$ cat src/rtl/mem_port_arbiter_if.sv
// ---------------------------------------------------------------------------
// mem_port_arbiter_if : fetch/data requester and memory-port signal bundle
// Revision 1.0
// ---------------------------------------------------------------------------
`default_nettype none

interface mem_port_arbiter_if;
  logic        i_req;
  logic [31:0] i_addr;
  logic        i_ack;
  logic        d_req;
  logic        d_we;
  logic [31:0] d_addr;
  logic [31:0] d_wdata;
  logic        d_ack;
  logic [31:0] rdata;
  logic        err;
  logic        mem_en;
  logic        mem_we;
  logic [31:0] mem_addr;
  logic [31:0] mem_wdata;
  logic [31:0] mem_rdata;
  logic        mem_done;
  logic        busy;

  // Arbiter side
  modport master (
    input  i_req, i_addr, d_req, d_we, d_addr, d_wdata, mem_rdata, mem_done,
    output i_ack, d_ack, rdata, err, mem_en, mem_we, mem_addr, mem_wdata, busy
  );

  // Requester/memory side
  modport slave (
    output i_req, i_addr, d_req, d_we, d_addr, d_wdata, mem_rdata, mem_done,
    input  i_ack, d_ack, rdata, err, mem_en, mem_we, mem_addr, mem_wdata, busy
  );
endinterface

`default_nettype wire

$ cat src/rtl/mem_port_arbiter.sv
// ---------------------------------------------------------------------------
// mem_port_arbiter : round-robin fetch/data arbiter for a single memory port
// Revision 1.0
// ---------------------------------------------------------------------------
`default_nettype none

module mem_port_arbiter #(
  parameter int TIMEOUT = 255
) (
  input  logic                clk,
  input  logic                rstn,
  mem_port_arbiter_if.master  bus
);

  typedef enum logic [1:0] {
    IDLE  = 2'd0,
    ISSUE = 2'd1,
    WAIT  = 2'd2,
    RESP  = 2'd3
  } state_t;

  localparam logic [7:0] LAST_CNT = 8'(TIMEOUT - 1);

  state_t      state_q, state_d;
  logic        grant_data_q, grant_data_d;   // latched winner is the data port
  logic        last_data_q, last_data_d;
  logic [31:0] addr_q, addr_d;
  logic        we_q, we_d;
  logic [31:0] wdata_q, wdata_d;
  logic [31:0] rdata_q, rdata_d;
  logic        err_q, err_d;
  logic [7:0]  cnt_q, cnt_d;
  logic        mem_en_q, mem_en_d;
  logic        i_ack_q, i_ack_d;
  logic        d_ack_q, d_ack_d;
  logic        win_data;

  always_comb begin
    state_d      = state_q;
    grant_data_d = grant_data_q;
    last_data_d  = last_data_q;
    addr_d       = addr_q;
    we_d         = we_q;
    wdata_d      = wdata_q;
    rdata_d      = rdata_q;
    err_d        = err_q;
    cnt_d        = cnt_q;
    mem_en_d     = 1'b0;
    i_ack_d      = 1'b0;
    d_ack_d      = 1'b0;
    win_data     = 1'b0;

    case (state_q)
      IDLE: begin
        if (bus.i_req || bus.d_req) begin
          // On a tie the port that did not win last time takes the grant
          win_data     = bus.d_req && (!bus.i_req || !last_data_q);
          grant_data_d = win_data;
          last_data_d  = win_data;
          addr_d       = win_data ? bus.d_addr  : bus.i_addr;
          we_d         = win_data && bus.d_we;
          wdata_d      = win_data ? bus.d_wdata : 32'h0;
          mem_en_d     = 1'b1;
          state_d      = ISSUE;
        end
      end
      ISSUE: begin
        cnt_d   = 8'h00;
        state_d = WAIT;
      end
      WAIT: begin
        if (bus.mem_done) begin
          rdata_d = we_q ? 32'h0 : bus.mem_rdata;
          err_d   = 1'b0;
          i_ack_d = !grant_data_q;
          d_ack_d = grant_data_q;
          state_d = RESP;
        end else if (cnt_q == LAST_CNT) begin
          rdata_d = 32'h0;
          err_d   = 1'b1;
          i_ack_d = !grant_data_q;
          d_ack_d = grant_data_q;
          state_d = RESP;
        end else begin
          cnt_d = cnt_q + 8'h01;
        end
      end
      RESP: begin
        state_d = IDLE;
      end
      default: begin
        state_d = IDLE;
      end
    endcase
  end

  always_ff @(posedge clk or negedge rstn) begin
    if (!rstn) begin
      state_q      <= IDLE;
      grant_data_q <= 1'b0;
      last_data_q  <= 1'b1;
      addr_q       <= 32'h0;
      we_q         <= 1'b0;
      wdata_q      <= 32'h0;
      rdata_q      <= 32'h0;
      err_q        <= 1'b0;
      cnt_q        <= 8'h00;
      mem_en_q     <= 1'b0;
      i_ack_q      <= 1'b0;
      d_ack_q      <= 1'b0;
    end else begin
      state_q      <= state_d;
      grant_data_q <= grant_data_d;
      last_data_q  <= last_data_d;
      addr_q       <= addr_d;
      we_q         <= we_d;
      wdata_q      <= wdata_d;
      rdata_q      <= rdata_d;
      err_q        <= err_d;
      cnt_q        <= cnt_d;
      mem_en_q     <= mem_en_d;
      i_ack_q      <= i_ack_d;
      d_ack_q      <= d_ack_d;
    end
  end

  assign bus.mem_en    = mem_en_q;
  assign bus.mem_we    = we_q;
  assign bus.mem_addr  = addr_q;
  assign bus.mem_wdata = wdata_q;
  assign bus.i_ack     = i_ack_q;
  assign bus.d_ack     = d_ack_q;
  assign bus.rdata     = rdata_q;
  assign bus.err       = err_q;
  assign bus.busy      = (state_q != IDLE);

endmodule

`default_nettype wire

$ cat src/flat_wrapper.sv
// flat-port wrapper written by rule: the top's interface ports become plain ports
module mem_port_arbiter_flat 
#(
  parameter int TIMEOUT = 255
)
  (clk, rstn, bus_i_req, bus_i_addr, bus_d_req, bus_d_we, bus_d_addr, bus_d_wdata, bus_mem_rdata, bus_mem_done, bus_i_ack, bus_d_ack, bus_rdata, bus_err, bus_mem_en, bus_mem_we, bus_mem_addr, bus_mem_wdata, bus_busy);
  mem_port_arbiter_if bus_i ();
  input  logic clk;
  input  logic rstn;
  input wire logic [$bits(bus_i.i_req)-1:0] bus_i_req;
  input wire logic [$bits(bus_i.i_addr)-1:0] bus_i_addr;
  input wire logic [$bits(bus_i.d_req)-1:0] bus_d_req;
  input wire logic [$bits(bus_i.d_we)-1:0] bus_d_we;
  input wire logic [$bits(bus_i.d_addr)-1:0] bus_d_addr;
  input wire logic [$bits(bus_i.d_wdata)-1:0] bus_d_wdata;
  input wire logic [$bits(bus_i.mem_rdata)-1:0] bus_mem_rdata;
  input wire logic [$bits(bus_i.mem_done)-1:0] bus_mem_done;
  output wire logic [$bits(bus_i.i_ack)-1:0] bus_i_ack;
  output wire logic [$bits(bus_i.d_ack)-1:0] bus_d_ack;
  output wire logic [$bits(bus_i.rdata)-1:0] bus_rdata;
  output wire logic [$bits(bus_i.err)-1:0] bus_err;
  output wire logic [$bits(bus_i.mem_en)-1:0] bus_mem_en;
  output wire logic [$bits(bus_i.mem_we)-1:0] bus_mem_we;
  output wire logic [$bits(bus_i.mem_addr)-1:0] bus_mem_addr;
  output wire logic [$bits(bus_i.mem_wdata)-1:0] bus_mem_wdata;
  output wire logic [$bits(bus_i.busy)-1:0] bus_busy;
  assign bus_i.i_req = bus_i_req;
  assign bus_i.i_addr = bus_i_addr;
  assign bus_i.d_req = bus_d_req;
  assign bus_i.d_we = bus_d_we;
  assign bus_i.d_addr = bus_d_addr;
  assign bus_i.d_wdata = bus_d_wdata;
  assign bus_i.mem_rdata = bus_mem_rdata;
  assign bus_i.mem_done = bus_mem_done;
  assign bus_i_ack = bus_i.i_ack;
  assign bus_d_ack = bus_i.d_ack;
  assign bus_rdata = bus_i.rdata;
  assign bus_err = bus_i.err;
  assign bus_mem_en = bus_i.mem_en;
  assign bus_mem_we = bus_i.mem_we;
  assign bus_mem_addr = bus_i.mem_addr;
  assign bus_mem_wdata = bus_i.mem_wdata;
  assign bus_busy = bus_i.busy;
  mem_port_arbiter #(.TIMEOUT(TIMEOUT)) u_core (.clk(clk), .rstn(rstn), .bus(bus_i));
endmodule
$ cat config.mk
export PLATFORM = sky130hd
export DESIGN_NAME = mem_port_arbiter_flat
export DESIGN_NICKNAME = d
export VERILOG_FILES = /design/src/rtl/mem_port_arbiter_if.sv /design/src/rtl/mem_port_arbiter.sv /design/src/flat_wrapper.sv
export SDC_FILE = /design/constraint.sdc
export NUM_CORES = 1
export LEC_CHECK = 0
export CELL_PAD_IN_SITES_DETAIL_PLACEMENT = 1
export CELL_PAD_IN_SITES_GLOBAL_PLACEMENT = 1
export CORE_ASPECT_RATIO = 1.25
export CORE_MARGIN = 1
export CORE_UTILIZATION = 30
export CTS_CLUSTER_DIAMETER = 30
export CTS_CLUSTER_SIZE = 16
export DETAILED_ROUTE_END_ITERATION = 10
export GPL_TIMING_DRIVEN = 0
export PLACE_DENSITY = 0.87
export SETUP_SLACK_MARGIN = 0.4
export SKIP_CTS_REPAIR_TIMING = 1
export SLEW_MARGIN = 20
export SYNTH_ARGS = -nofsm -noshare
export SYNTH_HDL_FRONTEND = slang
export SYNTH_SLANG_ARGS = --single-unit
$ cat constraint.sdc
create_clock -name clk -period 2 [get_ports clk]
set_clock_uncertainty 0.05 [all_clocks]
set_input_delay 0.4 -clock clk [delete_from_list [all_inputs] [get_ports clk]]
set_output_delay 0.4 -clock clk [all_outputs]
set_load 0.005 [all_outputs]
# After elaboration in Yosys (flattened, before gate mapping)
# Cells that the tools add are included.
# classes
mux	22
addsub	1
reduce_logical	15
eq_ne	8
# op_table
operator	count
2-to-1 mux 32 bit	5
2-to-1 mux 8 bit	2
case mux 8 bit (2 select lines)	1
2-to-1 mux 1 bit	10
adder 8 x 1 -> 8 bit, second input constant	1
== test 8 bit, second input constant	1
case mux 2 bit (4 select lines)	1
2-to-1 mux 2 bit	3
AND reduction 2 bit	3
nonzero test 2 bit	3
== test 2 bit, second input constant	2
inequality test 2 bit, second input constant	2
logical NOT 1 bit	3
inequality test 3 x 2 -> 1 bit, second input constant	1
AND reduction 3 bit	1
== test 2 x 1 -> 1 bit, second input constant	1
logical AND 1 bit	2
logical NOT 2 bit	1
logical OR 1 bit	2
inequality test 2 x 1 -> 1 bit, second input constant	1
# word_totals
inputBits	134
register_bits	113
elab_cells	58

# Depth between registers and ports, before layout
# Gate-level depths: netlist of the first run.
# depth
ltp_word	4
ltp_mapped	8
mapped_depth_nobuf	6

# Worst setup path after synthesis of the first run
# Ideal clock, no wire load.
# synth_timing
path_type	flip-flop to flip-flop
from	register u_core.cnt_q[0]
to	register u_core.cnt_q[6]
setup_time_ps	126
arrival_time_ps	1574
n_path_buf	0
synth_period_minus_slack_ps	1750
path_stages_with_launch	7
path_slack_ps	250
cell_sequence	dfrtp_1 -> inv_1 -> ha_1 -> and3_4 -> a21o_1 -> or3_1 -> a221o_1
# synth_via
elab_chain_cells	4
word_cells_on_any_way	7
cone_classes	add/sub (1); eq/ne (2); mux (3); reduce/logical (1)
# synth_rtl
element	line	source
start, declared	mem_port_arbiter.sv:32	logic [7:0] cnt_q, cnt_d;
start signal, assigned	mem_port_arbiter.sv:120	cnt_q <= cnt_d;
adder 8 x 1 -> 8 bit	mem_port_arbiter.sv:85	cnt_d = cnt_q + 8'h01;
2-to-1 mux 8 bit	mem_port_arbiter.sv:78	end else if (cnt_q == LAST_CNT) begin
2-to-1 mux 8 bit	mem_port_arbiter.sv:72	if (bus.mem_done) begin
case mux 8 bit (2 select lines)	mem_port_arbiter.sv:53	case (state_q)
# Parallel ways exist; a longest one is shown, timed or not. The select of a mux whose other input is x is not followed.
# A chain may end at the register's enable or synchronous reset.

# Final worst setup path of the first run
# Ends and elaborated chain as after synthesis.

==> metrics, run 1 <==
run status completed; # IOs 236; register share of total power 0.326; Final Slew Violations 0; #FFs+latches synth between 100 and 150; Final period util 0.977; DP Area about 7600 µm²; Req. time, crit path 2.23 ns; Clk pin slew, worst setup/hold paths 0.06 ns; Max-slew headroom 0.689; H-tree depth 4; GR Overflow Total 0; count of cell types in the netlist 37; Setup crit start kind register; Overall Global Routing Usage 0.215; # rows 51; layout cells sized above 1 0.169; setup TNS 0 ns; area of the die 16,900 µm²; Clock Latency Late Sink 0.41 ns; DRC viols 0; # clock sinks 113; RSZ-0062 raised after global routing yes; Routed Antenna Nets 0; CP arrival 2.19 ns; initial antenna violation count 0; Final Cell Area between 8000 and 9000 µm²; Fmax achieved 512 MHz; Hold WC Path Type reg2reg; Area Overhead vs Synth 79.6%; Setup Viol. Count Final 0; Initial DRT Pass Iterations 4; HPWL Detailed ~13,000 µm; PD cells between 1000 and 1500 nW/µm²; Syn Nets 587; Gate Count Post-Synth 447; Fin. Hold Viols 0; Total Wirelength 18,800 µm; Wirelength per Cell 19.7 µm; clock share of power 0.242; CP Max Fanout 5; sw frac 0.342; largest net degree at the start of global routing between 70 and 80; Min-Delay Path Depth 2; die width 116 µm; Leakage 0.00517 µW; diodes inserted 0; GPL Wtd Cong 0.793; PnR worst setup slack 0.0461 ns; CTS tree built; sequential fraction of the synthesis area 0.577; Synth Cell Area 4900 µm²; Die H between 100 and 150 µm; NetSw a little under 4000 µW; crit path time final 1.95 ns; number of DRC markers in iteration 0 161; VDD IR max 0.559 mV; crit end category register; FF-to-FF path depth 6; Int Power between 7000 and 8000 µW; Worst Max-Slew Pin Slew about 0.46 ns; core footprint 15,800 µm²; Avg Inst Size Synth 11.0 µm²; Warnings, synthesis 0; first-pass GRT wire length roughly 28,000 µm; Root Driver clkbuf_16; Initial Util 0.311; vias per inst 5.04; via count 4,821; Gate power share 0.432; post-layout net count 873; Buffers on Ports 235; MaxCap Viol Count 0; post-placement setup slack -0.409 ns; Inserted Clock Buffers 17; number of global-route vias before repair 5,350; Clock Tree Buf Depth 2; critical path class reg2reg
## sequential cells by signal, indices dropped and copies added (netlist names)
signal,flops
u_core.bus.mem_wdata,32
u_core.grant_data_q,1
u_core.bus.mem_we,1
u_core.last_data_q,1
u_core.state_q,2
u_core.bus.mem_addr,32
u_core.bus.i_ack,1
u_core.bus.err,1
u_core.bus.mem_en,1
u_core.cnt_q,8
u_core.bus.d_ack,1
u_core.bus.rdata,32
## layout by cell type (no fill, tap or decap), types with 15 or more instances in the layout
cell and instances:
o21ai_0 50, nand2_1 70, buf_4 28, o21ai_1 15, mux2i_1 31, dlymetal6s2s_1 103, a22o_1 33, nand4b_1 32
clkbuf_2 17, clkdlybuf4s50_1 130, clkbuf_16 17, dfrtp_1 111
## kinds of logic (layout without fill, tap and decap cells)
logic type | count (synthesis) | count (layout) | share of synthesized area
xor+xnor | 1 | 1 | 0.00179
buf+inv | 46 | 342 | 0.0388
fa+ha+maj | 6 | 6 | 0.0153
flops | 113 | 113 | 0.577
mux | 34 | 34 | 0.0697
simple gates | 129 | 129 | 0.144
compound gates | 118 | 119 | 0.153
## power groups by stage
stage / logic, µW / clock network, µW / registers, µW
5_1_grt: 5450 / 2960 / 3890
4_1_cts: 4610 / 2850 / 3810
3_5_place_dp: 4570 / 0 / 3820
2_1_floorplan: 1750 / 0 / 3780
6_report: 5020 / 2810 / 3790
3_3_place_gp: 4310 / 0 / 3750
## per-stage QoR
step           cells  total power (µW)  hold slack (ns)   util
2_1_floorplan    447              5530           0.0544      -
3_5_place_dp     895              8390            0.310  0.479
4_1_cts          925             11300           -0.131  0.514
5_1_grt          956             12300            0.458  0.558
3_3_place_gp     894              8060            0.412  0.477
6_report         956             11600            0.429  0.558
## metal layers
metal	part of all wire	track usage	up-vias
met5	0	0	-
met4	0.032	0.0962	0
met3	0.064	0.0647	43
met2	0.56	0.386	182
met1	0.34	0.224	2414
li1	-	-	2182
## layout make-up
cell class	count	area, µm²
fill	1678	6960
timing repair buffer	266	2870
sequential	113	2830
inverter	9	33.8
multi-input combinational	289	1990
clock buffer	17	425
buffer	37	268
clock inverter	13	118
tap	212	265
## worst max-delay path, stage by stage, from the launching register on
cell,delay [ns]
dfrtp_1,0.43
inv_1,0.11
ha_2,0.21
and3_4,0.16
a21o_1,0.19
or3_1,0.37
a221o_1,0.30
## cells in the mapped netlist
cell type  number  area share
dfrtp_1       112        0.57
nand2_1        71       0.054
o21ai_0        70       0.071
a22o_1         33       0.059
mux2i_1        33       0.067
nand4b_1       32       0.057
clkbuf_1       29       0.022
inv_1           9      0.0069
nand3_1         8      0.0082
ha_1            6       0.015
buf_2           5      0.0051
a21o_1          3      0.0046
a21oi_1         3      0.0031
buf_4           3      0.0046
or3_1           3      0.0038
and2_1          2      0.0026
nand4_1         2      0.0026
nor2_1          2      0.0015
nor3_1          2      0.0020
o211ai_1        2      0.0031
a211o_2         1      0.0020
a21boi_0        1      0.0015
a21oi_2         1      0.0018
a221o_1         1      0.0020
a31oi_1         1      0.0013
and3_1          1      0.0013
and3_2          1      0.0015
and3_4          1      0.0023
and4_4          1      0.0023
and4b_1         1      0.0020
dfstp_2         1      0.0054
mux2_2          1      0.0023
nand2b_1        1      0.0013
nor4_1          1      0.0013
o21ai_1         1      0.0010
o32a_1          1      0.0020
xor2_1          1      0.0018
## worst paths after layout
kind	endpoint	slack, ns	start
min	u_core.bus.rdata[19]$_DFFE_PN0P_	0.43	u_core.bus.rdata[19]$_DFFE_PN0P_
min reg2reg	u_core.bus.rdata[19]$_DFFE_PN0P_	0.43	u_core.bus.rdata[19]$_DFFE_PN0P_
min in group asynchronous	u_core.bus.rdata[19]$_DFFE_PN0P_	0.46	rstn
max	u_core.cnt_q[6]$_DFFE_PN0P_	0.05	u_core.cnt_q[0]$_DFFE_PN0P_
max in group asynchronous	u_core.last_data_q$_DFFE_PN1P_	0.70	rstn
max reg2reg	u_core.cnt_q[6]$_DFFE_PN0P_	0.05	u_core.cnt_q[0]$_DFFE_PN0P_
Note: power is estimated with default switching activity, not from simulation.
==> run 2, diff against run 1 <==
--- a/config.mk
+++ b/config.mk
@@ -7,7 +7,7 @@
 export LEC_CHECK = 0
 export CELL_PAD_IN_SITES_DETAIL_PLACEMENT = 1
 export CELL_PAD_IN_SITES_GLOBAL_PLACEMENT = 1
-export CORE_ASPECT_RATIO = 1.25
+export CORE_ASPECT_RATIO = 0.5
 export CORE_MARGIN = 1
 export CORE_UTILIZATION = 30
 export CTS_CLUSTER_DIAMETER = 30
==> run 2 against run 1 <==
Net effect:
- combinational power up 2%
- core utilization up 0.68 points
- setup slack better by 0.16 ns
- fmax increased by 8.7%
- routed wire length increased by 5.2%
- register-to-register slack better by 0.16 ns
- critical path depth unchanged
- sequential share of layout area decreased by 0.25 points
- die area is 0.17% higher
- clock-buffer cell count up 1
- critical endpoint unchanged
- via count is 0.37% higher
==> metrics, run 2 (synthesized netlist as in run 1, its figures left out) <==
Inserted Clock Buffers 17 (unchanged); number of global-route vias before repair 4,887 (-8.7%); die width 183 µm (+57%); most frequent cells in the layout 129 x clkdlybuf4s50_1, 111 x dfrtp_1, 104 x dlymetal6s2s_1, 71 x nand2_1, 53 x o21ai_0; Max-slew headroom 0.711 (+0.0222); Fin. Hold Viols 0 (unchanged); Clock Tree Buf Depth 2 (unchanged); fill count 1,656 (-1.3%); area of the multi-input gates 1960 µm² (-1.6%); Final period util 0.899 (-0.0783); run status completed; # IOs 236 (unchanged); DRC viols 0 (unchanged); H-tree depth 4 (unchanged); Root Driver clkbuf_16; total chip power 12,100 µW (+4.5%); GPL Wtd Cong 0.794 (about the same); critical path class reg2reg; Hold Startpoint u_core.bus.mem_addr[14]$_DFFE_PN0P_; crit path launch u_core.cnt_q[0]$_DFFE_PN0P_; CP arrival 2.03 ns (-0.16 ns); Worst Max-Slew Pin Slew 0.433 ns (-0.0297 ns); Leakage 0.00519 µW (+0.45%); Final Slew Violations 0 (unchanged); MaxCap Viol Count 0 (unchanged); layout cells sized above 1 0.155 (-0.0148); number of DRC markers in iteration 0 219 (+36%); crit path time final 1.80 ns (-0.157 ns); Hold WC Path Type reg2reg; CP Max Fanout 3 (-2); largest net degree at the start of global routing 74 (+4.2%); Overall Global Routing Usage 0.206 (-0.00910); # rows 32 (-37%); most common cell after layout, fill and taps aside clkdlybuf4s50_1; core footprint 15,700 µm² (-0.42%); CTS tree built; register area 2830 µm² (unchanged); Initial Util 0.312 (+0.00131); # clock sinks 113 (unchanged); first-pass GRT wire length 26,800 µm (-3.5%); HPWL Detailed 12,600 µm (-3.3%); PnR worst setup slack 0.203 ns (+0.157 ns); VDD IR max 0.752 mV (+34%); Setup Viol. Count Final 0 (unchanged); Clk pin slew, worst setup/hold paths 0.06 ns (about the same); post-layout net count 871 (-0.23%); Initial DRT Pass Iterations 4 (unchanged); Routed Antenna Nets 0 (unchanged); area of the die 16,900 µm² (+0.17%); crit end category register; Setup crit start kind register; GR Overflow Total 0 (unchanged); RR Startpoint u_core.cnt_q[0]$_DFFE_PN0P_; Buffers on Ports 235 (unchanged); Req. time, crit path 2.23 ns (about the same); Clock Latency Late Sink 0.41 ns (about the same); post-placement setup slack -0.321 ns (+0.0877 ns); Fmax achieved 556 MHz (+8.7%); Total Wirelength 19,800 µm (+5.2%); Wirelength per Cell 20.5 µm (+4.0%); PD cells 1370 nW/µm² (+3.7%); Final Core Density 0.565 (+0.00682); via count 4,839 (+0.37%); Area Overhead vs Synth 81.0%; RSZ-0062 raised after global routing yes; Die H 92.4 µm (-36%); initial antenna violation count 2 (+2); vias per inst 5.00 (-0.77%)
-- run 2: cell count changes in the layout (fill, tap and decap cells not counted), moves of 2 or more --
cell	delta
clkbuf_2	-3
buf_2	-4
diode_2	+2
inv_2	-2
clkbuf_1	+4
o21ai_2	-2
buf_6	+2
o21ai_0	+3
bufinv_16	+3
buf_8	-2
-- run 2: metrics by stage --
step                      hold slack, ns  TNS, ns  cell area, µm²  cells
after global routing               0.458        0            8870    967
after floorplan                   0.0544        0            4900    447
after global placement             0.401  -462.69            7530    903
after CTS                         -0.126    -2.76            8180    936
final                              0.423        0            8870    967
after detailed placement           0.297   -20.36            7560    904
-- run 2: final timing paths --
check / endpoint / slack [ns] / cells past startpoint
max: u_core.cnt_q[6]$_DFFE_PN0P_ / 0.20 / 6
min: u_core.bus.mem_addr[14]$_DFFE_PN0P_ / 0.42 / 2
max reg2reg: u_core.cnt_q[6]$_DFFE_PN0P_ / 0.20 / 6
min reg2reg: u_core.bus.mem_addr[14]$_DFFE_PN0P_ / 0.42 / 2
max in group asynchronous: u_core.bus.mem_wdata[6]$_DFFE_PN0P_ / 0.71 / 3
min in group asynchronous: u_core.state_q[0]$_DFFE_PN0P_ / 0.46 / 2
-- run 2: worst max-delay path, cell delays in order (launching register included) --
cell and delay, ns:
dfrtp_1 0.38, inv_1 0.06, ha_2 0.18, and3_4 0.16, a21o_4 0.20, or3_1 0.34
a221o_1 0.29
-- run 2: metal layers --
metal,track usage,vias to the layer above,share of wire
li1,-,2182,-
met1,0.249,2483,0.41
met2,0.362,134,0.53
met3,0.0409,40,0.033
met4,0.0812,0,0.031
met5,0,-,0
-- run 2: report_power, final --
| group | total (µW) | switching, µW | internal (µW) |
|---|---|---|---|
| combinational | 5110 | 2380 | 2730 |
| clock | 3250 | 1170 | 2080 |
| sequential | 3780 | 557 | 3230 |
-- run 2: final cells by class --
class / instances / area share
diodes: 2 / 0.000564
well taps: 221 / 0.0312
plain buffers: 37 / 0.0307
inverters: 9 / 0.00409
multi-input cells: 288 / 0.221
flip-flops and latches: 113 / 0.319
repair buffers: 265 / 0.324
clock inverters: 14 / 0.0214
clock buffers: 18 / 0.0484
==> run 3, diff against run 2 <==
--- a/config.mk
+++ b/config.mk
@@ -5,11 +5,12 @@
 export SDC_FILE = /design/constraint.sdc
 export NUM_CORES = 1
 export LEC_CHECK = 0
+export ABC_AREA = 1
 export CELL_PAD_IN_SITES_DETAIL_PLACEMENT = 1
 export CELL_PAD_IN_SITES_GLOBAL_PLACEMENT = 1
 export CORE_ASPECT_RATIO = 0.5
 export CORE_MARGIN = 1
-export CORE_UTILIZATION = 30
+export CORE_UTILIZATION = 29
 export CTS_CLUSTER_DIAMETER = 30
 export CTS_CLUSTER_SIZE = 16
 export DETAILED_ROUTE_END_ITERATION = 10
==> run 3 against run 2 <==
Net effect:
- clock power is 11% lower
- highest routed layer unchanged
- fmax shrank 0.78%
- design area grew 3.9%
==> metrics, run 3 <==
most frequent cells in the layout 149 x nand2_1, 132 x clkdlybuf4s50_1, 111 x dfrtp_1, 101 x dlymetal6s2s_1, 49 x o21ai_0; Worst Max-Slew Pin Slew 0.586 ns (+0.153 ns); Buffers on Ports 235 (unchanged); delay-heaviest family, CP buffers and inverters; total chip power 13,400 µW (+11%); Wirelength per Cell 19.7 µm (-3.9%); most common cell after layout, fill and taps aside nand2_1; CP Max Fanout 9 (+6); Inserted Clock Buffers 17 (unchanged); Synth Cell Area 4920 µm² (+0.33%); first-pass GRT wire length 28,900 µm (+8.1%); fill count 1,805 (+9.0%); Final Cell Area 9220 µm² (+3.9%); sequential fraction of the synthesis area 0.575 (-0.00191); Warnings, synthesis 0 (unchanged); Gate Count Post-Synth 570 (+28%); GPL Wtd Cong 0.855 (+7.7%); Leakage 0.00518 µW (-0.35%); GR Overflow Total 0 (unchanged); Min-Delay Path Depth 1 (-1); #FFs+latches synth 113 (unchanged); post-synth top area share 0.570 (-0.00189); flop2flop setup slack 0.19 ns (about the same); FF-to-FF path depth 9 (+3); Syn Nets 710 (+21%); main flop type after synthesis dfrtp_1; Final Slew Violations 0 (unchanged); VDD IR max 0.803 mV (+6.9%); Avg Inst Size Synth 8.63 µm² (-21%); Overall Global Routing Usage 0.216 (+0.0101); Fin. Hold Viols 0 (unchanged); post-layout net count 1,003 (+15%); Initial DRT Pass Iterations 4 (unchanged); largest area contributor in the netlist dfrtp_1; Routed Antenna Nets 0 (unchanged); crit path buf inv count 5 (+4); diodes inserted 0 (-2); Root Driver clkbuf_16; Clk pin slew, worst setup/hold paths 0.05 ns (about the same); area of the die 17,500 µm² (+3.7%); Final period util 0.906 (+0.00702); DRC viols 0 (unchanged); largest net degree at the start of global routing 60 (-19%); Worst Hold End u_core.bus.i_ack$_DFF_PN0_; RR Startpoint u_core.state_q[0]$_DFFE_PN0P_; H-tree depth 4 (unchanged); # IOs 236 (unchanged); # rows 33 (+3.1%); crit-path cells inv_2, ha_4, buf_6, inv_4, a21oi_4, clkbuf_16, clkbuf_16, nor2_2, a31oi_1; PD cells 1460 nW/µm² (+6.4%); EDFF count, synth 0 (unchanged); via count 5,376 (+11%); Final Core Density 0.560 (-0.00556); Req. time, crit path 2.25 ns (+0.02 ns); critical path class reg2reg; number of global-route vias before repair 5,460 (+12%); initial antenna violation count 0 (-2); Hold WC Path Type reg2reg; HPWL Detailed 13,400 µm (+6.4%); die width 186 µm (+1.9%); Initial Util 0.298 (-0.0138); crit end category register; layout cells sized above 1 0.180 (+0.0251); count of cell types in the netlist 22 (-41%); MaxCap Viol Count 0 (unchanged); crit path time final 1.81 ns (+0.0140 ns); # clock sinks 113 (unchanged); DP Area 7580 µm² (+0.26%); post-placement setup slack -0.214 ns (+0.107 ns); Hold Startpoint u_core.grant_data_q$_DFFE_PN0P_; Clock Tree Buf Depth 2 (unchanged); CP arrival 2.06 ns (+0.03 ns); Clock Latency Late Sink 0.40 ns (about the same); synth top area cells dfrtp_1 57%, nand2_1 12%, o21ai_0 5.7%; most instantiated cells after synthesis 160 x nand2_1, 112 x dfrtp_1, 56 x o21ai_0; CTS tree built; Total Wirelength 21,700 µm (+9.4%); core footprint 16,500 µm² (+5.0%); vias per inst 4.88 (-2.4%); number of DRC markers in iteration 0 240 (+9.6%); Area Overhead vs Synth 87.5%; Fmax achieved 552 MHz (-0.78%); run status completed; RR Endpoint u_core.bus.mem_addr[0]$_DFFE_PN0P_; PnR worst setup slack 0.189 ns (-0.0140 ns); Setup Viol. Count Final 0 (unchanged); crit-path max cell delay 0.41 ns (+0.03 ns); Critical-path top delay cell dfrtp_1; Synth async-reset ratio 1.00 (unchanged); Max-slew headroom 0.610 (-0.102); most common cell in the netlist nand2_1; CP most frequent cell clkbuf_16; Die H 94.1 µm (+1.8%); hold slack 0.411 ns (-0.0125 ns); RSZ-0062 raised after global routing yes; Setup crit start kind register
-- run 3: changes by cell type after synthesis, moves of 32 or more --
cell	previous run	this run
nand3_1	8	45
mux2i_1	33	0
nand4b_1	32	0
nand2_1	71	160
a22o_1	33	0
nor2_1	2	43
inv_1	9	53
-- run 3: area by class of cell --
class	instances	area, µm²	area share
tap	227	284	0.0308
multi-input combinational	368	1890	0.205
inverter	54	208	0.0225
timing repair buffer	274	3100	0.336
clock buffer	25	505	0.0548
clock inverter	5	52.6	0.00570
buffer	35	348	0.0377
sequential	113	2830	0.307
-- run 3: cells by family (layout without fill, tap and decap cells) --
kind of cell | after synthesis | in the layout | synth area share
AO/OA/AOI/OAI | 111 | 111 | 0.128
adder cells (fa/ha/maj) | 6 | 6 | 0.0153
buffers and inverters | 89 | 393 | 0.0774
flip-flops | 113 | 113 | 0.575
AND/OR/NAND/NOR | 251 | 251 | 0.204
-- run 3: worst max-delay path by stage --
stage                                        startpoint                                   to  slack [ns]  depth (start not counted)
after detailed placement                   bus_mem_done      u_core.bus.rdata[8]$_DFFE_PN0P_       -0.21                          6
after global placement                             rstn  u_core.bus.mem_wdata[6]$_DFFE_PN0P_       -4.11                          1
after floorplan           u_core.state_q[0]$_DFFE_PN0P_  u_core.bus.mem_addr[29]$_DFFE_PN0P_        0.49                          8
after global routing      u_core.state_q[1]$_DFFE_PN0P_   u_core.bus.mem_addr[0]$_DFFE_PN0P_        0.14                          9
final                     u_core.state_q[0]$_DFFE_PN0P_   u_core.bus.mem_addr[0]$_DFFE_PN0P_        0.19                          9
after CTS                 u_core.state_q[0]$_DFFE_PN0P_                             bus_busy       -0.35                          5
-- run 3: per-stage QoR --
stage / setup TNS [ns] / cells
after detailed placement: -8.81 / 1033
after global routing: 0 / 1101
after CTS: -0.790 / 1063
final: 0 / 1101
after floorplan: 0 / 570
after global placement: -465.88 / 1032
-- run 3: power by group --
part           leakage, µW  internal (µW)  total, µW  switching (µW)
clock network     0.000275           1850       2900            1040
registers          0.00142           3380       4050             673
logic              0.00348           3480       6480            3000
-- run 3: layer usage --
layer	vias to the layer above	share of wire	routed length (µm)	GRT usage
li1	2442	-	-	-
met1	2665	0.39	8550	0.243
met2	192	0.52	11200	0.395
met3	77	0.047	1030	0.0457
met4	0	0.041	897	0.0949
met5	-	0	0	0
